### src/rtl/adc_spi_deserializer.sv
// adc_spi_deserializer: SPI master for AD7476-style ADCs (e.g. PmodAD1).
// Drives SCLK/CSn, shifts CHANNELS SDATA lines in MSB first, drops the
// leading zero bits, and presents one DATA_W word per channel.
// Ports:
//   clk_i, rst_i      system clock, synchronous active-high reset
//   start_i           single-shot request, honoured only when idle
//   continuous_i      repeat frames separated by QUIET_CYC cycles
//   sclk_o, csn_o     serial clock (idles high), chip select (active low)
//   sdata_i           one serial data bit per channel
//   dataout_o         channel c in bits [c*DATA_W +: DATA_W]
//   valid_o           one-cycle strobe when dataout_o updates
//   lead_err_o        some channel had a non-zero leading bit in that frame
//   busy_o            high while a frame or quiet gap is in progress
module adc_spi_deserializer #(
    parameter int DATA_W    = 12,
    parameter int LEAD_BITS = 4,
    parameter int CHANNELS  = 2,
    parameter int CLK_DIV   = 4,
    parameter int QUIET_CYC = 8
) (
    input  logic                         clk_i,
    input  logic                         rst_i,
    input  logic                         start_i,
    input  logic                         continuous_i,
    output logic                         sclk_o,
    output logic                         csn_o,
    input  logic [CHANNELS-1:0]          sdata_i,
    output logic [CHANNELS*DATA_W-1:0]   dataout_o,
    output logic                         valid_o,
    output logic                         lead_err_o,
    output logic                         busy_o
);

    localparam int FRAME_BITS = LEAD_BITS + DATA_W;
    localparam int HC_W = $clog2(CLK_DIV + 1);
    localparam int BC_W = $clog2(FRAME_BITS + 1);
    localparam int QC_W = $clog2(QUIET_CYC + 1);

    localparam logic [HC_W-1:0] HC_LAST = HC_W'(CLK_DIV - 1);
    localparam logic [BC_W-1:0] BC_LAST = BC_W'(FRAME_BITS - 1);
    localparam logic [QC_W-1:0] QC_LAST = QC_W'(QUIET_CYC - 1);

    typedef enum logic [1:0] {
        IDLE  = 2'd0,
        FRAME = 2'd1,
        QUIET = 2'd2
    } state_e;

    state_e state_q;

    logic sclk_q;
    logic csn_q;
    logic valid_q;
    logic lead_err_q;
    logic lead_acc_q;
    logic busy_q;

    logic [HC_W-1:0] hc_q;
    logic [BC_W-1:0] bc_q;
    logic [QC_W-1:0] qc_q;

    logic [CHANNELS-1:0][DATA_W-1:0] shift_q;
    logic [CHANNELS-1:0][DATA_W-1:0] shift_d;
    logic [CHANNELS-1:0][DATA_W-1:0] dout_q;

    logic is_lead;
    logic frame_go;

    // Bit index still inside the leading-zero field of the frame.
    if (LEAD_BITS > 0) begin : g_lead
        assign is_lead = (bc_q < BC_W'(LEAD_BITS));
    end else begin : g_nolead
        assign is_lead = 1'b0;
    end

    always_comb begin
        shift_d = shift_q;
        for (int c = 0; c < CHANNELS; c++) begin
            shift_d[c] = {shift_q[c][DATA_W-2:0], sdata_i[c]};
        end
    end

    // A frame starts from IDLE on either request, or back-to-back
    // after the quiet gap while continuous mode is still requested.
    assign frame_go = ((state_q == IDLE) && (start_i || continuous_i))
                   || ((state_q == QUIET) && (qc_q == QC_LAST)
                       && continuous_i);

    always_ff @(posedge clk_i) begin
        if (rst_i) begin
            state_q    <= IDLE;
            sclk_q     <= 1'b1;
            csn_q      <= 1'b1;
            valid_q    <= 1'b0;
            lead_err_q <= 1'b0;
            lead_acc_q <= 1'b0;
            busy_q     <= 1'b0;
            hc_q       <= '0;
            bc_q       <= '0;
            qc_q       <= '0;
            shift_q    <= '0;
            dout_q     <= '0;
        end else begin
            valid_q <= 1'b0;
            if (frame_go) begin
                state_q    <= FRAME;
                csn_q      <= 1'b0;
                sclk_q     <= 1'b0;
                busy_q     <= 1'b1;
                hc_q       <= '0;
                bc_q       <= '0;
                qc_q       <= '0;
                lead_acc_q <= 1'b0;
            end else begin
                unique case (state_q)
                    IDLE: begin
                    end
                    FRAME: begin
                        if (hc_q == HC_LAST) begin
                            hc_q <= '0;
                            if (!sclk_q) begin
                                // Last cycle of the low phase: sample.
                                sclk_q <= 1'b1;
                                if (is_lead) begin
                                    lead_acc_q <= lead_acc_q | (|sdata_i);
                                end else begin
                                    shift_q <= shift_d;
                                end
                            end else if (bc_q == BC_LAST) begin
                                state_q    <= QUIET;
                                csn_q      <= 1'b1;
                                valid_q    <= 1'b1;
                                dout_q     <= shift_q;
                                lead_err_q <= lead_acc_q;
                                qc_q       <= '0;
                            end else begin
                                sclk_q <= 1'b0;
                                bc_q   <= bc_q + BC_W'(1);
                            end
                        end else begin
                            hc_q <= hc_q + HC_W'(1);
                        end
                    end
                    QUIET: begin
                        if (qc_q == QC_LAST) begin
                            state_q <= IDLE;
                            busy_q  <= 1'b0;
                            qc_q    <= '0;
                        end else begin
                            qc_q <= qc_q + QC_W'(1);
                        end
                    end
                    default: begin
                        state_q <= IDLE;
                    end
                endcase
            end
        end
    end

    assign sclk_o     = sclk_q;
    assign csn_o      = csn_q;
    assign dataout_o  = dout_q;
    assign valid_o    = valid_q;
    assign lead_err_o = lead_err_q;
    assign busy_o     = busy_q;

endmodule

### config.mk
export PLATFORM = sky130hd
export DESIGN_NAME = adc_spi_deserializer
export DESIGN_NICKNAME = d
export VERILOG_FILES = /design/src/rtl/adc_spi_deserializer.sv
export SDC_FILE = /design/constraint.sdc
export NUM_CORES = 1
export LEC_CHECK = 0
export BUFFER_PORTS_ARGS = -buffer_cell sky130_fd_sc_hd__buf_2
export CAP_MARGIN = 20
export CORE_AREA = 2 2 103 85
export DETAILED_ROUTE_END_ITERATION = 8
export DIE_AREA = 0 0 105 87
export GPL_TIMING_DRIVEN = 0
export PLACE_DENSITY_LB_ADDON = 0.05
export SLEW_MARGIN = 20
export SYNTH_ARGS = -nofsm -noshare
export SYNTH_HDL_FRONTEND = slang
export SYNTH_SLANG_ARGS = --single-unit
### constraint.sdc
create_clock -name clk_i -period 2.5 [get_ports clk_i]
set_clock_uncertainty 0.1 [all_clocks]
set_input_delay 0.5 -clock clk_i [delete_from_list [all_inputs] [get_ports clk_i]]
set_output_delay 0.5 -clock clk_i [all_outputs]
set_load 0.01 [all_outputs]
==> impl_metrics.ini, run 1 <==
[run_status]
status = complete, no violations

[drt]
drt_iter0_markers = 126
via_per_inst = 5.37
vias = 2642
antenna_left = 0
avgRoutedWirePerCell_um = 16.0
drc = 0
drt_wl_total_mm = 7.87
dr.pass1.iters = 4

[worst_setup_path]
r2r_start = bc_q[0]
startpoint = bc_q[0]
regToRegSetupSlack_ps = 490
critical_path.max_fanout = 7
crit_path_end_kind = flip-flop
cp-endpoint = bc_q[3]
r2r_end = bc_q[3]
crit_type = flip-flop to flip-flop
critical_path_required_ps = 2670
startpoint_type = flip-flop
ff2ff_path_depth = 6
critPathArrivalTime_ps = 2180

[clock_tree]
worstSkewPairLatency_ps = 340
cts_setup_buffers = 0
cts_buffers = 9
cts_hold_buffers = 0
clock_path_buffers = 2
cts_resized = 0
clock_sinks = 68
root_buffer = clkbuf_8
path_clk_slew_ps = 80
cts_tree = done
cts_max_level = 3

[placed_design]
place_hpwl_mm = 5.38
io_buffers = 33
postPlaceCellArea_um2 = 3170
dp_cells = 476
routabilityCongestion = 0.780

[power_and_ir_drop]
cellPowerDensity_nw_per_um2 = 659
power_leakage_uw = 0.00117
irDropWorstVdd_mv = 0.317

[grt]
grt_pass1_vias = 2459
grt_overflow = 0
grt_pass1_wl_mm = 12.9
grt_use_total = 0.180
grt_antenna_before_repair = 0
grt_max_degree = 13

[timing]
setup_viol = 0
max_clock_freq_mhz = 497
maxSlewHeadroom = 0.590
post-route-period-util = 0.805
tightest_slew_ps = 614
slew_viol_final = 0
tns_ps = 0
final_hold_viol_count = 0
rsz0062_at_grt = false
fin_crit_ps = 2010
timing.hold.ws_ps = 354

[finish]
final_area_um2 = 3400
fillerInstances = 871
n_antenna_cell = 0
synthToLayoutAreaGrowth_pct = 18.9
nets = 385
final_common_cell = dfxtp_1
final_cell_mix = dfxtp_1 (68), a21oi_1 (62), buf_2 (45), nand3_1 (30), o21ai_0 (27)
instances_no_fill = 492
layout-drive-gt1-share = 0.176

[die]
start_util = 0.350
rows = 30
die_w_um = 105
die_y_um = 87
die_area_um2 = 9140
boundaryPins = 35
core_area_um2 = 8180

[synthesis]
syn_inst = 331
ys.flop_type = dfxtp_1
syn_area_um2 = 2860
ys_async_sr_fraction = 0
synth_edf_count = 0
ys.warnings.count = 0
ys_seq_area_frac = 0.476
yosysUniqueCellTypes = 42
mappedNetlistNets = 341
syn_avg_cell_area_um2 = 8.64
synth_seq_cells = 68

[job]
max_cap_violations = 0

[worst_hold_path]
hold_path_class = input pin to flip-flop
## worst max-delay path, cell delays in order (launching register included)
cell and delay [ps]:
dfxtp_1 340, ha_1 220, and3_1 180, ha_1 210, nand2b_1 250, or4_1 500, a21oi_1 140
## power breakdown
group	internal (uW)	leakage (uW)	total (uW)	switching (uW)
Sequential	1090	0.000549	1100	6.43
Combinational	25.4	0.000504	93.3	67.8
Clock	620	0.000120	1050	432
Total	1730	0.00117	2240	507
## state kept, by name, indices dropped and copies added, names as in the netlist
signal,count
csn_o,1
sclk_o,1
lead_acc_q,1
lead_err_o,1
valid_o,1
busy_o,1
qc_q,4
shift_q,2
state_q,2
shift_d,22
bc_q,5
hc_q,3
dataout_o,24
## worst min-delay path by stage
stage | endpoint | cells past startpoint | slack [ps] | from
final | shift_d[1] | 3 | 350 | sdata_i[0]
after global routing | shift_d[1] | 3 | 340 | sdata_i[0]
after CTS | shift_d[13] | 3 | 340 | sdata_i[1]
after detailed placement | hc_q[2] | 2 | 350 | hc_q[2]
after global placement | hc_q[2] | 2 | 340 | hc_q[2]
after floorplan | hc_q[2] | 2 | 320 | hc_q[2]
## kinds of logic (layout without fill, tap and decap cells)
| kind of cell | after synthesis | in the layout | share of synthesized area |
|---|---|---|---|
| and+or+nand+nor | 86 | 86 | 0.176 |
| AOI/OAI and AO/OA | 132 | 132 | 0.269 |
| adders and majority gates | 4 | 4 | 0.0175 |
| DFF | 68 | 68 | 0.476 |
| buffers and inverters | 41 | 90 | 0.0621 |
## per-stage QoR
| stage | power [uW] | utilization | setup slack (ps) |
|---|---|---|---|
| 6_report | 2240 | 0.415 | 487 |
| 5_1_grt | 2330 | 0.415 | 305 |
| 4_1_cts | 2270 | 0.415 | 477 |
| 3_5_place_dp | 1210 | 0.387 | 512 |
| 3_3_place_gp | 1210 | 0.387 | 518 |
| 2_1_floorplan | 1180 | - | 669 |
## Yosys cell counts, types with 2 or more instances
master,instances,area (um^2)
nand3b_1,3,22.5
o31ai_1,26,195
or4_1,2,15.0
dfxtp_1,68,1360
nand2_1,8,30.0
ha_1,4,50.1
nor2b_1,2,12.5
clkbuf_1,21,78.8
inv_1,4,15.0
o21ai_1,3,15.0
o211ai_1,3,22.5
nand4_1,24,150
nand2b_1,4,25.0
nor2_1,2,7.51
a21oi_1,62,310
a211oi_1,2,15.0
o21ai_0,27,135
buf_2,12,60.1
nand3_1,30,150
or3_1,2,12.5
## per-layer routing
layer,up-vias,part of all wire,track usage
met2,68,0.41,0.261
met4,0,0.016,0.0752
met5,-,0,0
met3,10,0.040,0.0411
met1,1235,0.53,0.258
li1,1329,-,-
## cell type report
| cell class | count | area, um^2 | share of cell area |
|---|---|---|---|
| plain buffers | 36 | 159 | 0.0467 |
| clock buffers | 11 | 151 | 0.0445 |
| clock inverters | 5 | 82.6 | 0.0243 |
| inverters | 5 | 18.8 | 0.00552 |
| multi-input cells | 222 | 1320 | 0.389 |
| flip-flops and latches | 68 | 1360 | 0.400 |
| well taps | 112 | 140 | 0.0412 |
| repair buffers | 33 | 165 | 0.0486 |
Power figures use the tool's default switching activity.
==> run 2, diff against run 1 <==
==> constraint.sdc (replaced) <==
create_clock -name clk_i -period 1.8 [get_ports clk_i]
set_clock_uncertainty 0.1 [all_clocks]
set_input_delay 0.36 -clock clk_i [delete_from_list [all_inputs] [get_ports clk_i]]
set_output_delay 0.36 -clock clk_i [all_outputs]
set_load 0.01 [all_outputs]
==> impl_metrics.ini, run 2 (same netlist as run 1, synthesis figures left out) <==
[run_status]
status = complete, no violations

[die]
start_util = 0.350
die_w_um = 105
rows = 30
die_y_um = 87
boundaryPins = 35
die_area_um2 = 9140
core_area_um2 = 8180

[timing]
post-route-period-util = 0.957
tns_ps = 0
tightest_slew_ps = 570
final_hold_viol_count = 0
fin_crit_ps = 1720
timing.hold.ws_ps = 220
setup_viol = 0
max_clock_freq_mhz = 581
slew_viol_final = 0
rsz0062_at_grt = false
setup_ws_ps = 78.3
maxSlewHeadroom = 0.620

[finish]
multi_input_comb_area_um2 = 1420
nets = 389
final_cell_mix = dfxtp_1 (62), a21oi_1 (61), buf_2 (39), nand3_1 (30), o21ai_0 (25)
n_antenna_cell = 0
synthToLayoutAreaGrowth_pct = 23.4
instances_no_fill = 496
final_common_cell = dfxtp_1
ff_latch_area_um2 = 1370
final_area_um2 = 3530
largest_reg_flops = 24
layout-drive-gt1-share = 0.253
fillerInstances = 875

[worst_hold_path]
hold_path_class = input pin to flip-flop

[worst_setup_path]
r2r_start = bc_q[0]
critPathArrivalTime_ps = 1900
regToRegSetupSlack_ps = 80
startpoint = bc_q[0]
critical_path_required_ps = 1980
r2r_end = bc_q[2]
ff2ff_path_depth = 6
critical_path.max_fanout = 6
crit_path_end_kind = flip-flop
crit_type = flip-flop to flip-flop
startpoint_type = flip-flop
cp-endpoint = bc_q[2]

[placed_design]
place_hpwl_mm = 5.41
dp_slack_ps = -172
io_buffers = 33
routabilityCongestion = 0.772
postPlaceCellArea_um2 = 3170
dp_cells = 476

[clock_tree]
clock_sinks = 68
root_buffer = clkbuf_8
path_clk_slew_ps = 70
clock_path_buffers = 2
cts_max_level = 3
worstSkewPairLatency_ps = 350
cts_buffers = 9
cts_tree = done

[grt]
grt_pass1_vias = 2565
grt_max_degree = 12
grt_use_total = 0.187
grt_antenna_before_repair = 0
grt_overflow = 0
grt_pass1_wl_mm = 13.4

[drt]
drt_wl_total_mm = 8.01
vias = 2683
avgRoutedWirePerCell_um = 16.2
antenna_left = 0
drt_iter0_markers = 116
via_per_inst = 5.41
dr.pass1.iters = 4
drc = 0

[power_and_ir_drop]
cellPowerDensity_nw_per_um2 = 820
irDropWorstVdd_mv = 0.317
power_leakage_uw = 0.00120

[job]
max_cap_violations = 0
## run 2: cell types whose count changed in the layout (fill, tap and decap cells not counted), sizes merged
cell,delta
inv,-1
clkinv,+1
clkinvlp,+1
bufinv,-1
buf,+3
clkbuf,+1
## run 2: metrics by stage
stage / total power (uW) / util
detailed placement: 1690 / 0.388
global route: 3030 / 0.431
CTS: 2930 / 0.417
global placement: 1690 / 0.388
floorplan: 1640 / -
finish: 2890 / 0.431
## run 2: worst min-delay path by stage
stage,startpoint,endpoint,slack [ps],cells past startpoint
after detailed placement,hc_q[2],hc_q[2],350,2
after floorplan,hc_q[2],hc_q[2],320,2
final,sdata_i[0],shift_d[1],220,3
after CTS,sdata_i[0],shift_d[1],200,3
after global routing,sdata_i[1],shift_d[13],210,3
after global placement,hc_q[2],hc_q[2],340,2
## run 2: critical path, cell delays in order (launching register included)
cell and delay, ps:
dfxtp_2 330, ha_2 180, and3_4 180, ha_4 160, nand2b_4 160, or4_1 390
a21oi_1 150
## run 2: area by class of cell
cell class,instances,area share
buffer,36,0.0567
clock buffer,11,0.0372
clock inverter,5,0.0149
inverter,5,0.00532
multi-input combinational,222,0.403
sequential,68,0.388
tap,112,0.0397
timing repair buffer,37,0.0553
## run 2: routing by layer
metal,vias to the layer above,share of wire,GRT usage
li1,1343,-,-
met1,1275,0.52,0.273
met2,59,0.42,0.263
met3,6,0.044,0.0494
met4,0,0.012,0.0667
met5,-,0,0
## run 2: power by group
group	internal (uW)	switching [uW]	total [uW]
logic	46.5	100	147
clock network	634	588	1220
registers	1510	11.8	1530
total	2190	700	2890
## run 2: timing repair
item | in CTS | in global routing
setup buffers | 2 | 2
hold buffers | 0 | 0
resized for setup | 14 | 38
pin swaps | 3 | 3
setup endpoints to repair | 46 | 63
==> run 3, diff against run 2 <==
--- a/config.mk
+++ b/config.mk
@@ -5,11 +5,12 @@
 export SDC_FILE = /design/constraint.sdc
 export NUM_CORES = 1
 export LEC_CHECK = 0
+export ABC_AREA = 1
 export BUFFER_PORTS_ARGS = -buffer_cell sky130_fd_sc_hd__buf_2
 export CAP_MARGIN = 20
-export CORE_AREA = 2 2 103 85
+export CORE_AREA = 2 2 110 91
 export DETAILED_ROUTE_END_ITERATION = 8
-export DIE_AREA = 0 0 105 87
+export DIE_AREA = 0 0 112 93
 export GPL_TIMING_DRIVEN = 0
 export PLACE_DENSITY_LB_ADDON = 0.05
 export SLEW_MARGIN = 20
==> impl_metrics.ini, run 3 <==
[finish]
largest_reg_flops = 24
n_antenna_cell = 0
final_area_um2 = 3760
utilization = 0.401
synthToLayoutAreaGrowth_pct = 37.6
fillerInstances = 1018
layout-drive-gt1-share = 0.294
nets = 441
final_cell_mix = nor2_1 (63), dfxtp_1 (63), nand2_1 (59), inv_1 (35), buf_2 (34)

[grt]
grt_use_total = 0.143
grt_pass1_vias = 2370
grt_pass1_wl_mm = 11.6
grt_max_degree = 12
grt_antenna_before_repair = 0
grt_overflow = 0

[clock_tree]
cts_tree = done
cts_max_level = 3
root_buffer = clkbuf_16
clock_path_buffers = 2
worstSkewPairLatency_ps = 330
path_clk_slew_ps = 50
clock_sinks = 68
cts_buffers = 9
cts_hold_buffers = 0

[drt]
dr.pass1.iters = 4
drt_iter0_markers = 96
avgRoutedWirePerCell_um = 12.9
drc = 0
antenna_left = 0
via_per_inst = 4.50
vias = 2498
drt_wl_total_mm = 7.14

[job]
max_cap_violations = 0

[worst_setup_path]
crit_slowest_cell = dfxtp_2
regToRegSetupSlack_ps = 50
critical_path.max_fanout = 5
critPathArrivalTime_ps = 1870
cpPeakStageDelay_ps = 350
critical_path_required_ps = 1920
crit_path_end_kind = flip-flop
crit_top_cell = nand2_2
path_cells = ha_4, nand2_2, nor2_2, ha_2, nand4_1, nand2_2, clkinv_4, clkbuf_16, nand2_2, o21ai_1
crit_type = flip-flop to flip-flop
startpoint_type = flip-flop

[synthesis]
synth_compound_area_frac = 0.0816
synth_common_cells = nand2_1 (79), dfxtp_1 (68), nor2_1 (66), inv_1 (37), nand4_1 (28)
synth_seq_cells = 68
syn_avg_cell_area_um2 = 7.48
ys_async_sr_fraction = 0
synth_top_family_by_area = simple AND/OR/NAND/NOR gates
syn_inst = 365
mappedNetlistNets = 375
syn_area_um2 = 2730
yosys.area_share.simple = 0.308
synthAdderAreaFrac = 0.0183
ys.flop_type = dfxtp_1
yosysUniqueCellTypes = 24
synth.most_common_cell = nand2_1
synth_top_area_share = 0.499
ys_seq_area_frac = 0.499
synth_edf_count = 0
yosys-mux-area-fraction = 0
synthTopCellsByArea = dfxtp_1 (50%), nand2_1 (11%), nor2_1 (9.1%)
post_synth_xor_area_fraction = 0.00642
ys.warnings.count = 0
synth_top_area_cell = dfxtp_1

[placed_design]
routabilityCongestion = 0.752
postPlaceCellArea_um2 = 3050
io_buffers = 34
place_hpwl_mm = 4.60

[die]
die_y_um = 93
die_area_um2 = 10400
rows = 32
boundaryPins = 35
die_w_um = 112
core_area_um2 = 9370
start_util = 0.291

[run_status]
status = complete, no violations

[timing]
maxSlewHeadroom = 0.655
timing.hold.ws_ps = 145
max_clock_freq_mhz = 571
final_hold_viol_count = 0
rsz0062_at_grt = true
fin_crit_ps = 1750
slew_viol_final = 0
setup_viol = 0
post-route-period-util = 0.973
tightest_slew_ps = 514

[power_and_ir_drop]
pwr-share-clk = 0.506
p_sw_frac = 0.222
combPwrFrac = 0.059
p_seq_frac = 0.435
p_total_uw = 3510
irDropWorstVdd_mv = 0.771
p_int_uw = 2730
p_switching_uw = 780
power_leakage_uw = 0.00158
cellPowerDensity_nw_per_um2 = 935

[worst_hold_path]
hold_path_class = input pin to flip-flop
==> run 3: cell count changes in the layout (fill, tap and decap cells not counted), sizes merged, moves of 14 or more <==
cell	delta
buf	+14
inv	+37
clkbuf	-17
a21oi	-49
nor2	+69
o31ai	-26
nand3	-22
nand2	+73
==> run 3: critical path, delay by kind of cell (launching register included) <==
| family | cells | cell delay, ps |
|---|---|---|
| buf+inv | 2 | 330 |
| fa+ha+maj | 2 | 350 |
| simple gates | 5 | 470 |
| flops | 1 | 350 |
| compound gates | 1 | 50 |
==> run 3: timing repair <==
action,in CTS,in global routing
setup buffers,9,7
endpoints found under the setup margin,56,61
pin swaps,6,8
gates cloned,1,4
gates resized for setup,22,68
==> run 3: through the flow <==
stage,instances,TNS [ps],setup WS [ps]
final,555,0,47.8
after global placement,518,-10710,-407
after floorplan,365,0,36.7
after global routing,555,-1080,-64.1
after CTS,544,-25.1,-19.0
after detailed placement,518,-10680,-393
==> run 3: worst paths after layout <==
| kind | startpoint | to | cells past startpoint |
|---|---|---|---|
| setup reg to reg | bc_q[0] | dataout_o[9] | 10 |
| hold reg to reg | csn_o | csn_o | 2 |
| hold / removal | rst_i | busy_o | 2 |
| setup / recovery | bc_q[0] | dataout_o[9] | 10 |
==> run 3: cell type report <==
class	instances	area [um^2]	area share
buffer	15	143	0.0380
clock buffer	12	256	0.0683
clock inverter	4	47.5	0.0127
inverter	42	163	0.0433
multi-input combinational	240	1240	0.331
sequential	68	1370	0.364
tap	119	149	0.0396
timing repair buffer	54	379	0.101
timing repair inverter	1	6.26	0.00167
==> run 3: logic make-up (layout without fill, tap and decap cells) <==
| group | after synthesis | after routing |
|---|---|---|
| AND/OR/NAND/NOR | 191 | 191 |
| XOR/XNOR | 2 | 2 |
| adder cells (fa/ha/maj) | 4 | 4 |
| AO/OA/AOI/OAI | 43 | 43 |
| flip-flops | 68 | 68 |
| buffers and inverters | 57 | 128 |
==> run 3: routing by layer <==
metal  up-vias  GRT usage  share of wire  routed length [um]
met1      1153      0.190           0.52                3720
met3         7     0.0564          0.040                 283
li1       1307          -              -                   -
met2        31      0.216           0.43                3050
met5         -          0              0                   0
met4         0     0.0427          0.012                  84
==> run 3: power groups by stage <==
| stage | Clock (uW) | Combinational (uW) | Sequential (uW) |
|---|---|---|---|
| after floorplan | 0 | 104 | 1560 |
| after global placement | 0 | 163 | 1560 |
| after detailed placement | 0 | 162 | 1560 |
| after CTS | 1840 | 182 | 1530 |
| after global routing | 1920 | 228 | 1530 |
| final | 1780 | 206 | 1530 |
